### src/rtl/qspi_line_fetcher.sv
// Quad-output (6Bh) SPI flash line fetcher with double-buffered nibble line store.
// Optional abort input enabled by defining QSPI_FETCH_ABORT_EN.
module qspi_line_fetcher #(
  parameter int         NIBBLES   = 136,
  parameter int         DUMMY_CYC = 8,
  parameter logic [7:0] CMD       = 8'h6B
) (
  input  logic        clk,
  input  logic        reset,
  input  logic        start,
  input  logic [23:0] addr,
`ifdef QSPI_FETCH_ABORT_EN
  input  logic        abort,
`endif
  output logic        busy,
  output logic        done,
  output logic        spi_cs,
  output logic        spi_out0,
  output logic        spi_dir0,
  input  logic [3:0]  spi_in,
  input  logic [7:0]  rd_addr,
  output logic [3:0]  rd_data
);

  localparam int CW = 9;
  localparam logic [CW-1:0] C_ADDR  = CW'(8);
  localparam logic [CW-1:0] C_DUMMY = CW'(32);
  localparam logic [CW-1:0] C_DATA  = CW'(32 + DUMMY_CYC);
  localparam logic [CW-1:0] C_DONE  = CW'(32 + DUMMY_CYC + NIBBLES);
  localparam logic [7:0]    RD_LIM  = 8'(NIBBLES);

  typedef enum logic [2:0] {S_IDLE, S_CMD, S_ADDR, S_DUMMY, S_DATA, S_DONE} state_t;

  state_t          r_state, w_state_nxt;
  logic [CW-1:0]   r_cnt, w_cnt_nxt;
  logic [23:0]     r_addr_q;
  logic            r_sel;
  logic            r_cs, r_out0, r_dir0, r_busy, r_done;
  logic            w_cs_nxt, w_out0_nxt, w_dir0_nxt, w_busy_nxt, w_done_nxt;
  logic            w_abort;
  logic            w_start_ok;
  logic [7:0]      w_k;
  logic [3:0]      r_bank0 [0:NIBBLES-1];
  logic [3:0]      r_bank1 [0:NIBBLES-1];

`ifdef QSPI_FETCH_ABORT_EN
  assign w_abort = abort;
`else
  assign w_abort = 1'b0;
`endif

  assign w_start_ok = (r_state == S_IDLE) && start;
  assign w_k        = r_cnt[7:0] - C_DATA[7:0];

  // State and burst-cycle counter register
  always_ff @(posedge clk or negedge reset) begin
    if (!reset) begin
      r_state <= S_IDLE;
      r_cnt   <= '0;
    end else begin
      r_state <= w_state_nxt;
      r_cnt   <= w_cnt_nxt;
    end
  end

  // Next state: phase boundaries are fixed burst-cycle numbers
  always_comb begin
    w_state_nxt = r_state;
    w_cnt_nxt   = r_cnt;
    case (r_state)
      S_IDLE: begin
        if (start) begin
          w_state_nxt = S_CMD;
          w_cnt_nxt   = '0;
        end else begin
          w_state_nxt = S_IDLE;
          w_cnt_nxt   = '0;
        end
      end
      S_CMD, S_ADDR, S_DUMMY, S_DATA: begin
        w_cnt_nxt = r_cnt + 9'd1;
        if (w_abort) begin
          w_state_nxt = S_IDLE;
          w_cnt_nxt   = '0;
        end else if (w_cnt_nxt < C_ADDR) begin
          w_state_nxt = S_CMD;
        end else if (w_cnt_nxt < C_DUMMY) begin
          w_state_nxt = S_ADDR;
        end else if (w_cnt_nxt < C_DATA) begin
          w_state_nxt = S_DUMMY;
        end else if (w_cnt_nxt < C_DONE) begin
          w_state_nxt = S_DATA;
        end else begin
          w_state_nxt = S_DONE;
        end
      end
      S_DONE: begin
        w_state_nxt = S_IDLE;
        w_cnt_nxt   = '0;
      end
      default: begin
        w_state_nxt = S_IDLE;
        w_cnt_nxt   = '0;
      end
    endcase
  end

  // Output decode of the upcoming state, so the pins are registered on the same edge
  always_comb begin
    w_cs_nxt   = 1'b0;
    w_out0_nxt = 1'b0;
    w_dir0_nxt = 1'b0;
    w_busy_nxt = 1'b1;
    w_done_nxt = 1'b0;
    case (w_state_nxt)
      S_IDLE:  w_busy_nxt = 1'b0;
      S_CMD: begin
        w_cs_nxt   = 1'b1;
        w_out0_nxt = CMD[3'd7 - w_cnt_nxt[2:0]];
      end
      S_ADDR: begin
        w_cs_nxt   = 1'b1;
        w_out0_nxt = r_addr_q[5'd31 - w_cnt_nxt[4:0]];
      end
      S_DUMMY, S_DATA: begin
        w_cs_nxt   = 1'b1;
        w_dir0_nxt = 1'b1;
      end
      S_DONE:  w_done_nxt = 1'b1;
      default: w_busy_nxt = 1'b0;
    endcase
  end

  // Registered SPI pins and status
  always_ff @(posedge clk or negedge reset) begin
    if (!reset) begin
      r_cs   <= 1'b0;
      r_out0 <= 1'b0;
      r_dir0 <= 1'b0;
      r_busy <= 1'b0;
      r_done <= 1'b0;
    end else begin
      r_cs   <= w_cs_nxt;
      r_out0 <= w_out0_nxt;
      r_dir0 <= w_dir0_nxt;
      r_busy <= w_busy_nxt;
      r_done <= w_done_nxt;
    end
  end

  // Flash address latch and display-bank select
  always_ff @(posedge clk or negedge reset) begin
    if (!reset) begin
      r_addr_q <= 24'h000000;
      r_sel    <= 1'b0;
    end else begin
      if (w_start_ok) begin
        r_addr_q <= addr;
      end
      if (r_state == S_DONE) begin
        r_sel <= ~r_sel;
      end
    end
  end

  // Nibble capture into the bank not currently displayed
  always_ff @(posedge clk) begin
    if (r_state == S_DATA) begin
      if (r_sel) begin
        r_bank0[w_k] <= spi_in;
      end else begin
        r_bank1[w_k] <= spi_in;
      end
    end
  end

  // Display-bank read port; out-of-range indices read as zero
  always_ff @(posedge clk or negedge reset) begin
    if (!reset) begin
      rd_data <= 4'h0;
    end else if (rd_addr < RD_LIM) begin
      rd_data <= r_sel ? r_bank1[rd_addr] : r_bank0[rd_addr];
    end else begin
      rd_data <= 4'h0;
    end
  end

  assign busy     = r_busy;
  assign done     = r_done;
  assign spi_cs   = r_cs;
  assign spi_out0 = r_out0;
  assign spi_dir0 = r_dir0;

endmodule

### config.mk
export PLATFORM = sky130hd
export DESIGN_NAME = qspi_line_fetcher
export DESIGN_NICKNAME = d
export VERILOG_FILES = /design/src/rtl/qspi_line_fetcher.sv
export SDC_FILE = /design/constraint.sdc
export NUM_CORES = 1
export LEC_CHECK = 0
export BUFFER_PORTS_ARGS = -buffer_cell sky130_fd_sc_hd__buf_2
export CAP_MARGIN = 40
export CORE_UTILIZATION = 35
export DETAILED_ROUTE_END_ITERATION = 12
export PLACE_DENSITY = 0.51
export SETUP_SLACK_MARGIN = 0.5
export SLEW_MARGIN = 10
export SYNTH_ARGS = -nofsm -noshare
export SYNTH_HDL_FRONTEND = slang
export SYNTH_SLANG_ARGS = --single-unit
export TNS_END_PERCENT = 5
### constraint.sdc
create_clock -name clk -period 2.39 [get_ports clk]
set_clock_uncertainty 0.05 [all_clocks]
set_input_delay 0.1195 -clock clk [delete_from_list [all_inputs] [get_ports clk]]
set_output_delay 0.1195 -clock clk [all_outputs]
set_load 0.01 [all_outputs]
==> impl_metrics.yaml <==
hold_path:
  hp-class: "in2reg"
  whs_endpoint: "r_addr_q[1]$_DFFE_PN0P_"
  holdPathStages: 4
  hp-start: "addr[1]"
logic_synthesis:
  synth.distinct_cells: 69
  synthFlopType: "edfxtp_1"
  synth_warnings: 0
  async_flop_share_pct: 4.06
  synth_most_common_cell: "edfxtp_1"
  syn_area_per_cell_um2: 18.4
  syn_inst: 2481
  synth-edff-count: 1088
  synth.net_count: 2527
  synth_top_cell_by_area: "edfxtp_1"
  yosys_register_bits: 1134
  synth_common_cells: "edfxtp_1 (1,088), nor2_1 (312), mux4_2 (248)"
  synth_area_um2: 45600
  seq_area_frac_synth_pct: 74.1
  synth_area_leaders: "edfxtp_1 (72%), mux4_2 (12%), nor2_1 (2.6%)"
  synth_top_area_share_pct: 71.6
power:
  p_sw_mw: 9.06
  p_leak_nw: 18.8
  pwr-share-comb_pct: 5.4
  power_mw: 42.3
  p_per_area_nw_per_um2: 731
  power.internal_mw: 33.3
  pwr-share-clk_pct: 43.0
  seqPwrFrac_pct: 51.5
  switching_share_pct: 21.4
  ir_drop_v: 0.000606
critical_path:
  worstReg2RegEnd: "rd_data[3]$_DFF_PN0_"
  cpPeakStageDelay_ps: 520
  required_ps: 2930
  cp-end-kind: "flip-flop"
  critPathSlowestCell: "mux4_2"
  r2r_start: "r_bank0[7][3]$_DFFE_PP_"
  r2r_slack_ps: 20
  worstPathArrival_ps: 2910
  path_cells: "mux4_2, mux4_2, mux2_4, o211ai_1, a32oi_1"
  cp_common_cell: "mux4_2"
  rr_worst_depth: 5
  cp_max_fo: 1
  criticalPathCategory: "reg2reg"
  start_kind: "flip-flop"
grt:
  grt_pass1_vias: 26100
  gr-total-overflow: 0
  grt.total_usage_pct: 19.5
  antenna_found_initial: 3
  grt_pass1_wl_um: 185000
  grt_max_degree: 109
die:
  core_area_um2: 129000
  floorplan.initialDensity_pct: 35.2
  die_h_um: 363
  row_count: 132
  dieArea_um2: 132000
  io-pin-count: 48
  dieWidth_um: 363
final_layout:
  syn_to_final_growth_pct: 26.9
  nNetsFinal: 2971
  layout-drive-gt1-share_pct: 40.8
  instances_no_fill: 4768
  final_util_pct: 44.7
timing:
  fmax_ghz: 0.422
  rsz0062_at_grt: "true"
  drv_slew: 0
  finalHoldViolCount: 0
  setup-violations-final: 0
  final.min_clock_period_ps: 2370
  maxSlewHeadroom_pct: 42.2
  fin_crit_sh_pct: 99.1
  holdWs_ps: 61.0
  tns_ps: 0
  tightestPinTransition_ps: 866
run:
  max_cap_viol_count: 0
cts:
  cts.sink_count: 1134
  cts_buffers: 116
  htreeDepth: 3
  clkLatencyLatePin_ps: 740
  cts.clk_slew.worst_paths_ps: 60
  cts_buffer_depth: 3
  cts-root-buf: "clkbuf_16"
  cts_tree: "done"
drt:
  drcViolationCount: 0
  wirelength_um: 128000
  wl_per_cell_um: 26.9
  drt_first_iter_violations: 2072
  vias_per_cell: 5.25
  num_vias: 25000
  final_antenna_net_count: 0
  first_pass_iters: 6
placed_design:
  gp_congestion: 0.817
  dp_hpwl_um: 83400
  port_buffers: 47
  dpl.cell_count: 4492
outcome:
  status: "complete, no violations"
[metrics by stage]
step | cell area, µm² | setup slack [ps]
finish | 57900 | 21.5
CTS | 57500 | -7.72
floorplan | 46700 | 92.1
global route | 57900 | -83.0
detailed placement | 51800 | -469
global placement | 51800 | -743
[worst max path at each step]
stage                                  from                       end  slack (ps)  cells past startpoint
detailed placement               rd_addr[0]      rd_data[2]$_DFF_PN0_        -470                     10
finish              r_bank0[7][3]$_DFFE_PP_      rd_data[3]$_DFF_PN0_          20                      5
floorplan                r_cnt[3]$_DFF_PN0_  r_bank1[84][0]$_DFFE_PP_          90                     12
global placement                 rd_addr[0]      rd_data[0]$_DFF_PN0_        -740                     10
global route             r_cnt[4]$_DFF_PN0_  r_bank1[88][0]$_DFFE_PP_         -80                     12
CTS                 r_bank0[7][3]$_DFFE_PP_      rd_data[3]$_DFF_PN0_          -8                      5
[flip-flops by register name, summed over array words and instances (netlist names)]
name / cells
r_bank0: 544
r_bank1: 544
r_addr_q: 24
r_cnt: 9
rd_data: 4
r_state: 3
busy: 1
done: 1
r_sel: 1
spi_cs: 1
spi_dir0: 1
spi_out0: 1
[worst max-delay path: cells and delay by family (launching register included)]
kind | cells | cell delay [ps]
DFF | 1 | 370
muxes | 3 | 1320
AOI/OAI and AO/OA | 2 | 490
[placed cells by master, fill, tap and decap left out, drive strengths merged, types with 5 or more instances in the layout]
master / count
mux4: 248
o21ai: 32
edfxtp: 1088
a221oi: 10
xor2: 5
nor3: 8
nand2: 173
o211ai: 11
mux2: 19
bufinv: 13
mux2i: 103
a211oi: 20
dlygate4sd3: 36
inv: 16
and2: 12
nand2b: 10
xnor2: 9
nand3: 28
and3: 5
buf: 432
nor2: 312
a22o: 5
clkinv: 52
o22ai: 18
a21oi: 46
or2: 7
ha: 7
a31oi: 12
dfrtp: 46
a22oi: 21
clkbuf: 153
a2111oi: 6
nor2b: 10
[final cells by class]
class	instances	area [µm²]
Sequential cell	1134	33800
Inverter	13	51.3
Fill cell	11200	71600
Antenna cell	1	2.50
Tap cell	1742	2180
Clock buffer	146	3070
Clock inverter	72	753
Timing Repair Buffer	475	4870
Multi-Input combinational cell	1185	13200
[power groups by stage]
| stage | sequential [mW] | combinational (mW) | clock [mW] |
|---|---|---|---|
| after floorplan | 22.2 | 1.06 | 0 |
| after global placement | 22.2 | 2.22 | 0 |
| after detailed placement | 22.2 | 2.25 | 0 |
| after CTS | 21.8 | 2.33 | 18.5 |
| after global routing | 21.8 | 2.45 | 19.3 |
| final | 21.8 | 2.31 | 18.2 |
[layer usage]
layer	track usage [%]	vias up	share of wire [%]
met2	33.0	701	50
met4	5.04	0	2.2
met5	0	-	0
li1	-	10900	-
met1	26.4	13300	42
met3	2.70	162	4.9
[cells by family after synthesis]
kind of cell | share of synthesized area [%]
flops | 74.1
xor+xnor | 0.269
fa+ha+maj | 0.192
mux | 15.0
compound gates | 3.11
simple gates | 5.28
buf+inv | 2.05
[timing repair]
item / in CTS / in global routing
setup buffers: 6 / 10
pin swaps: 158 / 78
resized for setup: 353 / 51
endpoints found under the hold margin: 301 / 0
gates cloned: 2 / 2
hold buffers: 36 / 0
setup endpoints to repair: 1099 / 1099
No activity file was read; power rests on OpenSTA's default activity.
